`config.mk`:
```
export PLATFORM = sky130hd
export DESIGN_NAME = mem_access_stage
export DESIGN_NICKNAME = d
export VERILOG_FILES = /design/src/rtl/mem_pkg.sv /design/src/rtl/mem_access_stage_load_align.sv /design/src/rtl/mem_access_stage.sv
export SDC_FILE = /design/constraint.sdc
export NUM_CORES = 1
export LEC_CHECK = 0
export ABC_AREA = 1
export CAP_MARGIN = 10
export CORE_MARGIN = 3
export CORE_UTILIZATION = 39
export CTS_BUF_LIST = sky130_fd_sc_hd__clkbuf_16
export DETAILED_ROUTE_END_ITERATION = 8
export PLACE_DENSITY_LB_ADDON = 0.2
export SLEW_MARGIN = 25
export SYNTH_ARGS = -nofsm -noshare
export SYNTH_HDL_FRONTEND = slang
export SYNTH_SLANG_ARGS = --single-unit
export TNS_END_PERCENT = 100
```
`constraint.sdc`:
```
create_clock -name clk -period 13.9 [get_ports clk]
set_input_delay 2.78 -clock clk [delete_from_list [all_inputs] [get_ports clk]]
set_output_delay 2.78 -clock clk [all_outputs]
set_load 0.01 [all_outputs]
```
`src/rtl/mem_pkg.sv`:
```
// mem_pkg: shared widths, funct3 encodings and FSM state type for the MEM stage
package mem_pkg;
    localparam int XLEN = 64;
    localparam logic [2:0] F3_B  = 3'b000;
    localparam logic [2:0] F3_H  = 3'b001;
    localparam logic [2:0] F3_W  = 3'b010;
    localparam logic [2:0] F3_D  = 3'b011;
    localparam logic [2:0] F3_BU = 3'b100;
    localparam logic [2:0] F3_HU = 3'b101;
    localparam logic [2:0] F3_WU = 3'b110;
    typedef enum logic {ST_IDLE, ST_WAIT} state_t;
endpackage

```
`src/rtl/mem_access_stage_load_align.sv`:
```
// load_align: shifts the loaded doubleword down to the access offset and sign/zero-extends it
module load_align
    import mem_pkg::*;
(
    input  logic [XLEN-1:0] rdata,
    input  logic [2:0]      off,
    input  logic [2:0]      funct3,
    output logic [XLEN-1:0] data
);
    logic [XLEN-1:0] s;
    always_comb begin
        s = rdata >> {off, 3'b000};
        data = funct3 == F3_B  ? {{56{s[7]}}, s[7:0]} :
               funct3 == F3_H  ? {{48{s[15]}}, s[15:0]} :
               funct3 == F3_W  ? {{32{s[31]}}, s[31:0]} :
               funct3 == F3_BU ? {56'b0, s[7:0]} :
               funct3 == F3_HU ? {48'b0, s[15:0]} :
               funct3 == F3_WU ? {32'b0, s[31:0]} : s;
    end
endmodule

```
`src/rtl/mem_access_stage.sv`:
```
// mem_access_stage: issues loads/stores over req/ack, stalls upstream while waiting, registers MEM/WB
module mem_access_stage #(
    parameter int XLEN = 64
) (
    input  logic            clk,
    input  logic            rst,
    input  logic            in_valid,
    input  logic            MemRead,
    input  logic            MemWrite,
    input  logic            MemtoReg,
    input  logic            RegWrite,
    input  logic [2:0]      funct3,
    input  logic [XLEN-1:0] alu_result,
    input  logic [XLEN-1:0] store_data,
    input  logic [4:0]      rd,
    output logic            stall,
    output logic            dmem_req,
    output logic            dmem_we,
    output logic [XLEN-1:0] dmem_addr,
    output logic [XLEN-1:0] dmem_wdata,
    output logic [7:0]      dmem_wstrb,
    input  logic            dmem_ack,
    input  logic [XLEN-1:0] dmem_rdata,
    output logic            wb_valid,
    output logic            wb_MemtoReg,
    output logic            wb_RegWrite,
    output logic [XLEN-1:0] wb_alu_result,
    output logic [XLEN-1:0] wb_mem_data,
    output logic [4:0]      wb_rd,
    output logic            mem_fault
);
    import mem_pkg::*;
    state_t          state_q, state_d;
    logic [XLEN-1:0] addr_q, addr_d, wdata_q, wdata_d;
    logic [7:0]      wstrb_q, wstrb_d;
    logic [2:0]      f3_q, f3_d;
    logic [4:0]      rd_q, rd_d, wb_rd_q, wb_rd_d;
    logic            we_q, we_d, mtr_q, mtr_d, rw_q, rw_d;
    logic            wb_valid_q, wb_valid_d, wb_mtr_q, wb_mtr_d, wb_rw_q, wb_rw_d;
    logic [XLEN-1:0] wb_alu_q, wb_alu_d, wb_mem_q, wb_mem_d;
    logic            fault_q, fault_d;
    logic            mem_op, misaligned, illegal, fault;
    logic [2:0]      off;
    logic [XLEN-1:0] load_val;
    load_align u_load_align (
        .rdata  (dmem_rdata),
        .off    (addr_q[2:0]),
        .funct3 (f3_q),
        .data   (load_val)
    );
    always_comb begin
        off = alu_result[2:0];
        mem_op = MemRead | MemWrite;
        misaligned = funct3[1:0] == 2'd1 ? off[0] :
                     funct3[1:0] == 2'd2 ? |off[1:0] :
                     funct3[1:0] == 2'd3 ? |off : 1'b0;
        illegal = (MemRead & MemWrite) | (MemRead & funct3 == 3'b111) | (MemWrite & funct3[2]);
        fault = mem_op & (misaligned | illegal);
        state_d = state_q;
        addr_d = addr_q;
        wdata_d = wdata_q;
        wstrb_d = wstrb_q;
        f3_d = f3_q;
        rd_d = rd_q;
        we_d = we_q;
        mtr_d = mtr_q;
        rw_d = rw_q;
        wb_valid_d = 1'b0;
        wb_mtr_d = wb_mtr_q;
        wb_rw_d = wb_rw_q;
        wb_alu_d = wb_alu_q;
        wb_mem_d = wb_mem_q;
        wb_rd_d = wb_rd_q;
        fault_d = 1'b0;
        if (state_q == ST_IDLE && in_valid) begin
            if (!mem_op || fault) begin
                wb_valid_d = 1'b1;
                wb_mtr_d = MemtoReg;
                wb_rw_d = RegWrite & ~fault;
                wb_alu_d = alu_result;
                wb_mem_d = '0;
                wb_rd_d = rd;
                fault_d = fault;
            end else begin
                state_d = ST_WAIT;
                addr_d = alu_result;
                f3_d = funct3;
                we_d = MemWrite;
                mtr_d = MemtoReg;
                rw_d = RegWrite;
                rd_d = rd;
                wdata_d = store_data << {off, 3'b000};
                wstrb_d = funct3[1:0] == 2'd0 ? 8'h01 << off :
                          funct3[1:0] == 2'd1 ? 8'h03 << off :
                          funct3[1:0] == 2'd2 ? 8'h0F << off : 8'hFF;
            end
        end else if (state_q == ST_WAIT && dmem_ack) begin
            state_d = ST_IDLE;
            wb_valid_d = 1'b1;
            wb_mtr_d = mtr_q;
            wb_rw_d = rw_q;
            wb_alu_d = addr_q;
            wb_mem_d = we_q ? '0 : load_val;
            wb_rd_d = rd_q;
        end
    end
    always_ff @(posedge clk or posedge rst) begin
        if (rst) begin
            state_q <= ST_IDLE;
            addr_q <= '0;
            wdata_q <= '0;
            wstrb_q <= '0;
            f3_q <= '0;
            rd_q <= '0;
            we_q <= 1'b0;
            mtr_q <= 1'b0;
            rw_q <= 1'b0;
            wb_valid_q <= 1'b0;
            wb_mtr_q <= 1'b0;
            wb_rw_q <= 1'b0;
            wb_alu_q <= '0;
            wb_mem_q <= '0;
            wb_rd_q <= '0;
            fault_q <= 1'b0;
        end else begin
            state_q <= state_d;
            addr_q <= addr_d;
            wdata_q <= wdata_d;
            wstrb_q <= wstrb_d;
            f3_q <= f3_d;
            rd_q <= rd_d;
            we_q <= we_d;
            mtr_q <= mtr_d;
            rw_q <= rw_d;
            wb_valid_q <= wb_valid_d;
            wb_mtr_q <= wb_mtr_d;
            wb_rw_q <= wb_rw_d;
            wb_alu_q <= wb_alu_d;
            wb_mem_q <= wb_mem_d;
            wb_rd_q <= wb_rd_d;
            fault_q <= fault_d;
        end
    end
    assign stall = state_q == ST_WAIT;
    assign dmem_req = state_q == ST_WAIT;
    assign dmem_we = we_q;
    assign dmem_addr = {addr_q[XLEN-1:3], 3'b000};
    assign dmem_wdata = wdata_q;
    assign dmem_wstrb = wstrb_q;
    assign wb_valid = wb_valid_q;
    assign wb_MemtoReg = wb_mtr_q;
    assign wb_RegWrite = wb_rw_q;
    assign wb_alu_result = wb_alu_q;
    assign wb_mem_data = wb_mem_q;
    assign wb_rd = wb_rd_q;
    assign mem_fault = fault_q;
endmodule
```
After elaboration in Yosys (flattened, before gate mapping) --
Cells that the tools add are included.
Word-level totals: register bits 285, bits of input ports 208, output and inout bits 276, logic and storage cells 92
Operators by class: eq/ne operators 11, shift-type cells 5, muxes and demuxes 36, bitwise gates (word level) 12, reductions and logical operators 12
Operator list (count):
- $mux W64 | 13
- $shl A64 B6 Y64 | 1
- $shr A64 B6 Y64 | 1
- $mux W8 | 3
- $mux W1 | 17
- $mux W5 | 3
- $eq A3 B3 Y1 const B | 4
- $shl A1 B3 Y8 const A | 1
- $shl A2 B3 Y8 const A | 1
- $shl A4 B3 Y8 const A | 1
- $reduce_and A2 Y1 | 3
- $and A1 B1 Y1 | 5
- $eq A2 B2 Y1 const B | 2
- $or A1 B1 Y1 | 4
- $eq A3 B1 Y1 const B | 1
- $eq A3 B2 Y1 const B | 1
- $logic_not A3 Y1 | 1
- $not A1 Y1 | 3
- $reduce_or A3 Y1 | 1
- $eq A2 B1 Y1 const B | 1
- $logic_and A1 B1 Y1 | 2
- $logic_not A2 Y1 | 1
- $ne A2 B1 Y1 const B | 1
- $ne A2 B2 Y1 const B | 1
- 4 further kinds | 4

Logic depth before layout (Yosys ltp) --
word-level depth 10, mapped depth 16, mapped depth without buffers 13

Hierarchy --
A second synthesis with hierarchy kept.
Unflattened totals: cells, all modules 2648, area, all modules 17793.3 µm²
Modules (own cells, without submodules):
- mem_access_stage | instances 1, cells each 1988, area each 14863.0 µm², sequential area each 7131.8 µm²
- load_align | instances 1, cells each 660, area each 2930.3 µm², sequential area each 0.0 µm²

Worst setup path before layout --
Ideal clock, no wire load.
path kind input port to flip-flop, from input alu_result[1], to register wdata_q[18] (netlist: dmem_wdata[18]), library setup time 0.145 ns, arrival time 4.879 ns, data required time 13.755 ns, slack 8.876 ns, stages 15, path buffers 6, path through clkbuf_1 -> clkinv_1 -> clkbuf_1 -> clkbuf_1 -> ha_1 -> nand2_1 -> nand3_1 -> nand3_4 -> nor2_2 -> nand2_2 -> buf_6 -> buf_6 -> buf_4 -> nand2_1 -> o31ai_2
On the way: longest elaborated chain between the ends 9, elaborated cells between the ends (all ways) 11, those cells by class shift (1); mux (3); bitwise (3); reduce/logical (4)
RTL lines:
- from (decl) | line mem_access_stage.sv:13 | input logic [XLEN-1:0] alu_result,
- $reduce_or A3 Y1 | line mem_access_stage.sv:56 | funct3[1:0] == 2'd3 ? |off : 1'b0;
- $mux W1 | line mem_access_stage.sv:56
- $mux W1 | line mem_access_stage.sv:55 | funct3[1:0] == 2'd2 ? |off[1:0] :
- $mux W1 | line mem_access_stage.sv:54 | misaligned = funct3[1:0] == 2'd1 ? off[0] :
- $or A1 B1 Y1 | line mem_access_stage.sv:58 | fault = mem_op & (misaligned | illegal);
- $and A1 B1 Y1 | line mem_access_stage.sv:58
- $logic_or A1 B1 Y1 | line mem_access_stage.sv:76 | if (!mem_op || fault) begin
- $not A1 Y1 (no line)
- $reduce_and A2 Y1 (no line)
- to (signal assigned) | line mem_access_stage.sv:128 | wdata_q <= wdata_d;
- to (decl) | line mem_access_stage.sv:34 | logic [XLEN-1:0] addr_q, addr_d, wdata_q, wdata_d;
Parallel ways exist; a longest one is shown, timed or not. A chain may end at the register's enable or synchronous reset.

Worst setup path in the final report --
from input alu_result[2], to register addr_q[8]
On the way: longest elaborated chain between the ends 9
RTL lines:
- $reduce_or A3 Y1 | line mem_access_stage.sv:56
- $mux W1 | line mem_access_stage.sv:56
- $mux W1 | line mem_access_stage.sv:55
- $mux W1 | line mem_access_stage.sv:54
- $or A1 B1 Y1 | line mem_access_stage.sv:58
- $and A1 B1 Y1 | line mem_access_stage.sv:58
- $logic_or A1 B1 Y1 | line mem_access_stage.sv:76
- $not A1 Y1 (no line)
- $reduce_and A2 Y1 (no line)
- to (signal assigned) | line mem_access_stage.sv:127 | addr_q <= addr_d;
- to (decl) | line mem_access_stage.sv:34
No other way between the ends.

==> results.ini <==
[synth]
synth-seq-cells = 285
synth_area_leaders = dfrtp_1 43%, nand2_1 27%, o21ai_0 9.0%, buf_4 3.9%, nand3_1 3.3%
synth_edf_count = 0
syn_inst = 2421
ys_warn_count = 0
yosysSeqAreaShare = 0.425
synth_top_cell_by_area = dfrtp_1
ys_types = 34
synth_area_um2 = 16800
synth.top_cell.area_share = 0.425
ys_async_sr_fraction = 1.00
yosysMostFrequentCell = nand2_1
synth_ff_type = dfrtp_1
synth_common_cells = 1,193 x nand2_1, 300 x o21ai_0, 285 x dfrtp_1, 110 x nand3_1, 104 x inv_1
syn_area_per_cell_um2 = 6.92

[placement]
gp_congestion = 0.897
dp_hpwl_um = 42000
pre_cts_slack_ns = 7.25
place_area_um2 = 21100
port_buffers = 480

[hold_path]
hp-class = reg2reg
min_from = wb_alu_result[63]

[clocking]
cts_max_path_buffers = 3
clk_pin_slew_worst_paths_ns = 0.06
clkSinkCount = 285
root_buffer = clkbuf_16
cts_hold_buf = 0
post_cts_buffers = 0
cts_resized = 0
cts_buffers = 35
cts.htree.levels = 2
clkLatencyLatePin_ns = 0.55
cts_tree = done

[final_layout]
syn_to_final_growth_pct = 32.6
fillers = 4195
design_area_um2 = 22200
fin_nets = 2940
drive_above_1_share = 0.0408

[status]
status = finished, final reports clean

[setup_path]
worstSetupStartpoint = alu_result[2]
path_delay_family = buffers and inverters
reg2reg_slack_ns = 11.09
cp_slowest_cell = buf_6
startpoint_type = input pin
r2r-start = addr_q[2]
critical_path_arrival_ns = 6.26
slowest_delay_ns = 0.68
critPathMaxFanout = 153
crit_chain = buf_2, buf_4, inv_2, nand2_1, nand3_1, nand3_4, nor2_2, nand2_8, buf_6, o21ai_0
critPathBufInv = 4
path_class = in2reg
end_kind = flip-flop
required_ns = 14.28

[floorplanning]
dieArea_um2 = 45500
core_region_area_um2 = 42200
io_pins = 484
num_rows = 75
initial_utilization = 0.397
dieHeight_um = 213
die_w_um = 213

[grt]
grt_start_max_net_pins = 154
grt_usage = 0.255
grt_pass1_wl_um = 91200
grt_overflow = 0
antenna_found_initial = 5
grt_pass1_vias = 16100

[sta]
finalSetupTns_ns = 0
drv_slew = 0
skew_ns = 0.0125
finalCritPeriodShare = 0.423
fmax_mhz = 170
rsz0062_at_grt = no
hold_viol_final = 0
min_period_ns = 5.88
fin_ws_ns = 8.02
worst_pin_slew_ns = 0.975
finalSetupViolations = 0
max_slew_margin = 0.346

[drt]
drc = 0
dr.pass1.iters = 5
finalWirelength_um = 59800
drtIter0Drc = 1526
detail-route-antenna-nets = 0
vias = 16800
via_per_inst = 5.12
wire_per_inst_um = 18.2

[power_and_ir_drop]
ir_drop_mv = 0.0831
p_leak_nw = 11.1
pwr_density_cell_nw_per_um2 = 173

[flow_run]
drv_cap = 0

cell type report:
cell class	count	area, µm²	share of cell area
repair buffers	501	4960	0.223
clock inverters	26	269	0.0121
multi-input cells	1789	7870	0.354
flip-flops and latches	285	7130	0.321
diodes	3	7.51	0.000338
well taps	539	674	0.0303
inverters	111	432	0.0194
clock buffers	35	876	0.0394
layout by cell type, fill, tap and decap left out, types with 3 or more instances in the layout:
cell type / count
clkbuf_16: 35
nor3_1: 3
o21ai_0: 300
clkinv_1: 7
nand2_1: 1190
nor2_1: 24
nand3_1: 110
nand2_2: 5
clkinv_2: 4
mux2i_1: 10
inv_2: 7
clkdlybuf4s50_1: 477
buf_6: 3
bufinv_16: 5
ha_1: 9
conb_1: 3
o211ai_1: 35
a21oi_1: 59
dfrtp_1: 284
inv_1: 107
nand4_1: 4
diode_2: 3
buf_4: 18
o31ai_1: 3
o311ai_0: 4
buf_2: 3
o31ai_2: 15
registers in the layout, indices dropped and copies added, names as in the netlist, 3 cells and up:
signal,flops
addr_q,64
dmem_wdata,64
wb_alu_result,64
wb_mem_data,64
dmem_wstrb,8
rd_q,5
wb_rd,5
f3_q,3
routing by layer:
metal / track usage / routed length, µm / vias up
met5: 0 / 43 / -
met4: 0.0905 / 2010 / 6
met3: 0.0608 / 4540 / 111
met2: 0.418 / 28600 / 593
met1: 0.332 / 24600 / 7893
li1: - / - / 8224
where the power goes:
part	internal [mW]	total (mW)	switching (mW)
clock network	0.555	0.931	0.377
registers	1.08	1.26	0.176
logic	0.739	1.66	0.921
final timing paths:
path | cells past startpoint | endpoint
setup / recovery | 10 | addr_q[8]
hold / removal | 2 | wb_alu_result[63]
setup reg to reg | 9 | wb_mem_data[48]
hold reg to reg | 2 | wb_alu_result[63]
max in group asynchronous | 3 | wb_alu_result[36]
min in group asynchronous | 2 | addr_q[41]
cell families (layout without fill, tap and decap cells):
group,count (synthesis),in the layout,synth area share
AO/OA/AOI/OAI,421,421,0.140
adder cells (fa/ha/maj),9,9,0.00672
buffers and inverters,349,673,0.108
flip-flops,285,285,0.425
multiplexers,10,10,0.00597
other,1,6,0.000224
AND/OR/NAND/NOR,1346,1346,0.313
stage by stage:
| step | hold slack, ns | power (mW) | instances | utilization |
|---|---|---|---|---|
| after CTS | 0.472 | 3.88 | 3286 | 0.526 |
| after global routing | 0.491 | 4.11 | 3287 | 0.526 |
| after global placement | 0.453 | 2.91 | 3225 | 0.499 |
| after detailed placement | 0.457 | 2.92 | 3225 | 0.499 |
| final | 0.468 | 3.85 | 3289 | 0.526 |
| after floorplan | 0.449 | 2.17 | 2423 | - |
tightest hold or removal path: cells and delay by family, from the launching register on:
family / cells / cell delay [ns]
DFF: 1 / 0.34
and+or+nand+nor: 2 / 0.09
Note: power is estimated with default switching activity, not from simulation.
